==> config.mk <==
export PLATFORM = sky130hd
export DESIGN_NAME = vec_splat_writer
export DESIGN_NICKNAME = d
export VERILOG_FILES = /design/src/rtl/vsplat_pkg.sv /design/src/rtl/vsplat_be_gen.sv /design/src/rtl/vec_splat_writer.sv
export SDC_FILE = /design/constraint.sdc
export NUM_CORES = 1
export LEC_CHECK = 0
export BUFFER_PORTS_ARGS = -buffer_cell sky130_fd_sc_hd__buf_4
export CORE_ASPECT_RATIO = 0.9
export CORE_MARGIN = 2
export CORE_UTILIZATION = 50
export DETAILED_ROUTE_END_ITERATION = 12
export PLACE_DENSITY = 0.8
export SETUP_SLACK_MARGIN = 0.2
export SYNTH_ARGS = -nofsm -noshare
export SYNTH_HDL_FRONTEND = slang
export SYNTH_HIERARCHICAL = 1
export SYNTH_SLANG_ARGS = --single-unit
export TNS_END_PERCENT = 10
==> constraint.sdc <==
create_clock -name clk -period 4.91 [get_ports clk]
set_input_delay 0.2455 -clock clk [delete_from_list [all_inputs] [get_ports clk]]
set_output_delay 0.2455 -clock clk [all_outputs]
set_load 0.02 [all_outputs]
==> src/rtl/vsplat_pkg.sv <==
// -----------------------------------------------------------------------------
// vsplat_pkg
// Shared types and helpers for the scalar-to-vector splat writer.
//   - state_e      : writer FSM states (IDLE, RUN)
//   - SEW_*        : element-width encodings (00=8, 01=16, 10=32, 11=64)
//   - epb()        : elements per beat for a given SEW
//   - sew_legal()  : whether an SEW encoding is accepted by this build
//   - replicate()  : broadcast the low SEW bits of a scalar across a beat
// Optional feature macro: RVV_SPLAT_SEW64_EN enables SEW=64 support.
// -----------------------------------------------------------------------------
package vsplat_pkg;

   localparam int REQ_DATA_WIDTH = 64;
   localparam int REQ_BE_WIDTH   = REQ_DATA_WIDTH / 8;
   localparam int REQ_ADDR_WIDTH = 32;
   localparam int SEW_WIDTH      = 2;
   localparam int VL_WIDTH       = 16;

   typedef enum logic {
      IDLE = 1'b0,
      RUN  = 1'b1
   } state_e;

   localparam logic [SEW_WIDTH-1:0] SEW_8  = 2'b00;
   localparam logic [SEW_WIDTH-1:0] SEW_16 = 2'b01;
   localparam logic [SEW_WIDTH-1:0] SEW_32 = 2'b10;
   localparam logic [SEW_WIDTH-1:0] SEW_64 = 2'b11;

   // Elements per beat: 8 / 4 / 2 / 1 for SEW 8 / 16 / 32 / 64.
   function automatic logic [VL_WIDTH-1:0] epb(input logic [SEW_WIDTH-1:0] sew);
      return VL_WIDTH'(REQ_BE_WIDTH) >> sew;
   endfunction

   function automatic logic sew_legal(input logic [SEW_WIDTH-1:0] sew);
`ifdef RVV_SPLAT_SEW64_EN
      return 1'b1;
`else
      return (sew != SEW_64);
`endif
   endfunction

   function automatic logic [REQ_DATA_WIDTH-1:0] replicate(input logic [63:0]          scalar,
                                                           input logic [SEW_WIDTH-1:0] sew);
      logic [REQ_DATA_WIDTH-1:0] r;
      r = '0;
      case (sew)
         SEW_8:  r = {(REQ_DATA_WIDTH/8){scalar[7:0]}};
         SEW_16: r = {(REQ_DATA_WIDTH/16){scalar[15:0]}};
         SEW_32: r = {(REQ_DATA_WIDTH/32){scalar[31:0]}};
`ifdef RVV_SPLAT_SEW64_EN
         SEW_64: r = {(REQ_DATA_WIDTH/64){scalar}};
`endif
         default: r = '0;
      endcase
      return r;
   endfunction

endpackage

==> src/rtl/vsplat_be_gen.sv <==
// -----------------------------------------------------------------------------
// vsplat_be_gen
// Combinational byte-enable generator for one splat beat.
//   rem_i  : elements still to write, including this beat
//   sew_i  : element width encoding
//   last_i : this is the final beat of the command
//   be_o   : all ones for non-final beats; otherwise the low (rem << sew) bits
// -----------------------------------------------------------------------------
module vsplat_be_gen
   import vsplat_pkg::*;
#(
   parameter int VL_W = VL_WIDTH,
   parameter int BE_W = REQ_BE_WIDTH
) (
   input  logic [VL_W-1:0]      rem_i,
   input  logic [SEW_WIDTH-1:0] sew_i,
   input  logic                 last_i,
   output logic [BE_W-1:0]      be_o
);

   logic [VL_W-1:0] live_bytes;

   // NOTE: every always_comb output gets a default first so no path leaves it
   // unassigned; a missing default is how latches get inferred.
   always_comb begin
      live_bytes = rem_i << sew_i;
      be_o       = '0;
      for (int i = 0; i < BE_W; i++) begin
         // On the last beat rem <= EPB, so live_bytes never exceeds BE_W.
         be_o[i] = !last_i || (VL_W'(i) < live_bytes);
      end
   end

endmodule

==> src/rtl/vec_splat_writer.sv <==
// -----------------------------------------------------------------------------
// vec_splat_writer
// Scalar-to-vector broadcast writer: accepts one scalar with SEW and vector
// length, replicates it across the beat and streams byte-enabled VRF write
// beats with consecutive word addresses.
// Ports:
//   clk, rst                     : clock, asynchronous active-low reset
//   in_valid/in_ready            : command handshake
//   in_scalar/in_sew/in_vl/in_addr : command payload
//   out_valid/out_ready          : beat handshake
//   out_vec/out_addr/out_be/out_last : registered beat payload
//   out_err                      : one-cycle pulse, illegal-SEW command dropped
// Optional feature macro: RVV_SPLAT_SEW64_EN (SEW=64 legal when defined).
// -----------------------------------------------------------------------------
module vec_splat_writer
   import vsplat_pkg::*;
#(
   parameter int REQ_DATA_WIDTH = vsplat_pkg::REQ_DATA_WIDTH,
   parameter int REQ_BE_WIDTH   = REQ_DATA_WIDTH / 8,
   parameter int REQ_ADDR_WIDTH = vsplat_pkg::REQ_ADDR_WIDTH,
   parameter int SEW_WIDTH      = vsplat_pkg::SEW_WIDTH,
   parameter int VL_WIDTH       = vsplat_pkg::VL_WIDTH
) (
   input  logic                      clk,
   input  logic                      rst,
   input  logic                      in_valid,
   output logic                      in_ready,
   input  logic [63:0]               in_scalar,
   input  logic [SEW_WIDTH-1:0]      in_sew,
   input  logic [VL_WIDTH-1:0]       in_vl,
   input  logic [REQ_ADDR_WIDTH-1:0] in_addr,
   output logic                      out_valid,
   input  logic                      out_ready,
   output logic [REQ_DATA_WIDTH-1:0] out_vec,
   output logic [REQ_ADDR_WIDTH-1:0] out_addr,
   output logic [REQ_BE_WIDTH-1:0]   out_be,
   output logic                      out_last,
   output logic                      out_err
);

   state_e                    state_q;
   logic                      in_ready_q;
   logic [VL_WIDTH-1:0]       rem_q;
   logic [SEW_WIDTH-1:0]      sew_q;
   logic                      out_valid_q;
   logic [REQ_DATA_WIDTH-1:0] out_vec_q;
   logic [REQ_ADDR_WIDTH-1:0] out_addr_q;
   logic [REQ_BE_WIDTH-1:0]   out_be_q;
   logic                      out_last_q;
   logic                      out_err_q;

   // Next beat to present: the first beat of an incoming command while IDLE,
   // otherwise the beat that follows the one currently in the output register.
   logic [VL_WIDTH-1:0]       beat_rem_d;
   logic [SEW_WIDTH-1:0]      beat_sew_d;
   logic                      beat_last_d;
   logic [REQ_BE_WIDTH-1:0]   beat_be_d;

   always_comb begin
      beat_sew_d = sew_q;
      beat_rem_d = rem_q - epb(sew_q);
      if (state_q == IDLE) begin
         beat_sew_d = in_sew;
         beat_rem_d = in_vl;
      end
      beat_last_d = (beat_rem_d <= epb(beat_sew_d));
   end

   vsplat_be_gen #(
      .VL_W (VL_WIDTH),
      .BE_W (REQ_BE_WIDTH)
   ) u_be_gen (
      .rem_i  (beat_rem_d),
      .sew_i  (beat_sew_d),
      .last_i (beat_last_d),
      .be_o   (beat_be_d)
   );

   // NOTE: sequential state uses non-blocking assignments only, so every
   // register samples pre-edge values regardless of statement order.
   always_ff @(posedge clk or negedge rst) begin
      if (!rst) begin
         state_q     <= IDLE;
         in_ready_q  <= 1'b0;
         rem_q       <= '0;
         sew_q       <= '0;
         out_valid_q <= 1'b0;
         out_vec_q   <= '0;
         out_addr_q  <= '0;
         out_be_q    <= '0;
         out_last_q  <= 1'b0;
         out_err_q   <= 1'b0;
      end else begin
         out_err_q <= 1'b0;
         case (state_q)
            IDLE: begin
               in_ready_q <= 1'b1;
               if (in_valid && in_ready_q) begin
                  if (!sew_legal(in_sew)) begin
                     out_err_q <= 1'b1;
                  end else if (in_vl != '0) begin
                     state_q     <= RUN;
                     in_ready_q  <= 1'b0;
                     sew_q       <= in_sew;
                     rem_q       <= in_vl;
                     out_valid_q <= 1'b1;
                     out_vec_q   <= replicate(in_scalar, in_sew);
                     out_addr_q  <= in_addr;
                     out_be_q    <= beat_be_d;
                     out_last_q  <= beat_last_d;
                  end
               end
            end
            RUN: begin
               // The output register only changes on a handshake, so a
               // stalled beat stays bit-stable.
               if (out_ready) begin
                  if (out_last_q) begin
                     state_q     <= IDLE;
                     in_ready_q  <= 1'b1;
                     out_valid_q <= 1'b0;
                     out_be_q    <= '0;
                     out_last_q  <= 1'b0;
                  end else begin
                     rem_q      <= beat_rem_d;
                     out_addr_q <= out_addr_q + REQ_ADDR_WIDTH'(1);
                     out_be_q   <= beat_be_d;
                     out_last_q <= beat_last_d;
                  end
               end
            end
            default: state_q <= IDLE;
         endcase
      end
   end

   assign in_ready  = in_ready_q;
   assign out_valid = out_valid_q;
   assign out_vec   = out_vec_q;
   assign out_addr  = out_addr_q;
   assign out_be    = out_be_q;
   assign out_last  = out_last_q;
   assign out_err   = out_err_q;

endmodule

==> flow_metrics.py <==
metrics = {
    "floorplanning": {
        "num_rows": 38,
        "start_util_pct": 50.8,
        "io_pins": 226,
        "die-area_um2": 13000,
        "design.core.area_um2": 11900,
        "die_w_um": 120,
        "fp.dieH_um": 108,
    },
    "finish": {
        "final_cell_mix": "buf_4, nand2_1, dfrtp_1",
        "final_nets": 996,
        "antenna_cells": 0,
        "stdcell_count": 1033,
        "multi_input_area_um2": 3200,
        "nFillCells": 1065,
        "layout_commonest_cell": "buf_4",
        "finish.utilization_pct": 64.7,
        "areaGrowthSynthToFinish_pct": 27.3,
        "final_cell_area_um2": 7720,
        "seq_area_um2": 2380,
        "drive_gt1_share_pct": 27.8,
    },
    "timing": {
        "setup-tns-final_ns": 0,
        "setup-violations-final": 0,
        "fin_crit_sh_pct": 87.4,
        "slew-limit-headroom_pct": 28.5,
        "drv_slew": 0,
        "fmax_ghz": 0.233,
        "tightest_slew_ns": 1.07,
        "whs_ns": 0.139,
        "finClkSkew_ns": 0.00873,
        "finalCriticalPeriod_ns": 4.29,
        "rsz0062_at_grt": "false",
        "hold_viol": 0,
        "worst_slack_ns": 0.618,
    },
    "global_route": {
        "gr-usage-met1_pct": 36.2,
        "grtUsageMet2_pct": 43.4,
        "grt_overflow": 0,
        "grt_pass1_vias": 5498,
        "antenna_found_initial": 0,
        "grt_pass1_wl_um": 28100,
        "grt_max_degree": 64,
        "track_usage_pct": 26.9,
        "busiest_layer": "met2",
        "grt_util_met3_pct": 6.17,
    },
    "detailed_routing": {
        "wire_per_inst_um": 16.8,
        "drc_errors": 0,
        "viasPerCell": 5.75,
        "ant_nets": 0,
        "drt_first_pass_iters": 5,
        "first_iter_violations": 477,
        "drt-total-wl_um": 17300,
        "via_count": 5943,
    },
    "yosys": {
        "netlist_instances": 730,
        "yosys.area.top_type_share_pct": 39.2,
        "synth-edff-count": 0,
        "yosys.area.top_type": "dfrtp_1",
        "ys_top_cells_by_area": "dfrtp_1, nand2_1, o21ai_0",
        "ys_ff_latch": 95,
        "ys_seq_area_share_pct": 39.2,
        "synth_area_um2": 6070,
        "syn_nets": 858,
        "yosysUniqueCellTypes": 60,
        "synth-main-ff-cell": "dfrtp_1",
        "async_reset_ff_share_pct": 100,
        "yosys_warnings": 6,
        "avgSynthCellArea_um2": 8.31,
    },
    "placed_design": {
        "place_area_um2": 7360,
        "port_buffers": 193,
        "routabilityCongestion": 0.836,
        "dp_cells": 1016,
        "place_ws_ns": 0.387,
        "hpwlAfterDp_um": 12300,
    },
    "clock_network": {
        "h-tree-depth": 3,
        "clock_latency_ns": 0.34,
        "cts_buffer_depth": 2,
        "tritoncts": "built",
        "numCtsBuffers": 9,
        "cts.sinks": 95,
        "cts_setup_buffers": 0,
        "clock-root-buffer": "clkbuf_16",
        "clk_pin_slew_ns": 0.07,
    },
    "critical_path": {
        "slowest_delay_ns": 0.42,
        "crit_arrival_ns": 4.50,
        "crit_buf_inv": 1,
        "critPathMaxFanout": 11,
        "crit_family": "simple AND/OR/NAND/NOR gates",
        "critical_path.cell_chain": "inv_1 > nand2_1 > ha_1 > nor2b_1 > o31a_2 > o31ai_4 > ha_1 > a21oi_1 > a21oi_1 > nor4_1 > nand4_1 > nor4b_4 > nor4b_2 > and4_2 > o211ai_1 > a21boi_0 > o221ai_1",
        "slowest_stage": "dfrtp_1",
        "worstSetupEndpointType": "flop",
        "critPathRequiredTime_ns": 5.12,
        "start_kind": "flop",
        "crit_type": "reg2reg",
    },
    "min_path": {
        "min_path_type": "in2reg",
    },
    "pwr": {
        "p_leak_nw": 3.58,
        "power.density_nw_per_um2": 634,
        "power.total_mw": 4.90,
        "peakVddDrop_uv": 305,
    },
    "status": {
        "outcome": "finished clean",
    },
    "run": {
        "maxCapViolations": 0,
    },
}
==> worst paths after layout <==
kind | start | end | slack, ns | cells past startpoint
min reg2reg | rem_q[2] | rem_q[2] | 0.50 | 2
max reg2reg | sew_q[0] | out_be[6] | 0.62 | 17
max in group asynchronous | rst | state_q | 3.35 | 3
min | in_addr[17] | out_addr[17] | 0.14 | 3
max | sew_q[0] | out_be[6] | 0.62 | 17
min in group asynchronous | rst | rem_q[6] | 0.40 | 2
==> logic make-up (layout without fill, tap and decap cells) <==
group	Yosys count	count (layout)	share of synthesized area, %
compound gates	210	210	21.8
flops	95	95	39.2
mux	31	31	5.28
simple gates	279	279	22.1
xor+xnor	5	5	0.722
fa+ha+maj	10	10	2.19
buf+inv	100	243	8.73
==> final cells by class <==
class,count,share of cell area (%)
multi-input cells,535,41.4
clock buffers,10,3.09
well taps,160,2.59
inverters,25,1.22
clock inverters,6,1.20
flip-flops and latches,95,30.8
repair buffers,202,19.7
==> layer usage <==
layer | share of wire [%] | vias to the layer above | routed length (µm)
li1 | - | 2885 | -
met2 | 47 | 221 | 8130
met1 | 44 | 2815 | 7550
met3 | 7.5 | 22 | 1300
met4 | 2.0 | 0 | 353
met5 | 0 | - | 0
==> report_power, final <==
group / total (mW) / internal (mW) / switching [mW]
Sequential: 1.41 / 1.07 / 0.340
Combinational: 2.70 / 1.14 / 1.56
Clock: 0.778 / 0.463 / 0.314
==> sequential cells by signal (all words and copies together), names as in the netlist <==
| register | cells |
|---|---|
| in_ready | 1 |
| state_q | 1 |
| out_be | 8 |
| out_valid | 1 |
| out_last | 1 |
| out_addr | 32 |
| out_vec | 32 |
| rem_q | 16 |
| sew_q | 2 |
| out_err | 1 |
==> tightest hold or removal path: stages <==
cell and delay (ns):
buf_4 0.08, a22oi_1 0.06, nand2_1 0.06
==> Yosys cell counts, types with 7 or more instances <==
cell type	count
a21oi_1	51
clkbuf_1	36
o221ai_1	11
o22ai_1	22
nor2b_1	7
dfrtp_1	95
nor3_1	24
nand2b_1	8
or3_1	13
nor2_1	36
buf_4	33
nand3_1	23
a22oi_1	21
o21ai_0	57
or4_1	7
nand2_1	126
a31oi_1	7
nor4_1	12
nand4_1	7
mux2i_1	23
inv_1	23
ha_1	9
a21boi_0	9
==> what timing repair did <==
action / 4_1_cts / 5_1_grt
gates resized for setup: 0 / 5
endpoints found under the setup margin: 0 / 8
hold buffers: 1 / 0
hold endpoints to repair: 37 / 0
Note: power is estimated with default switching activity, not from simulation.
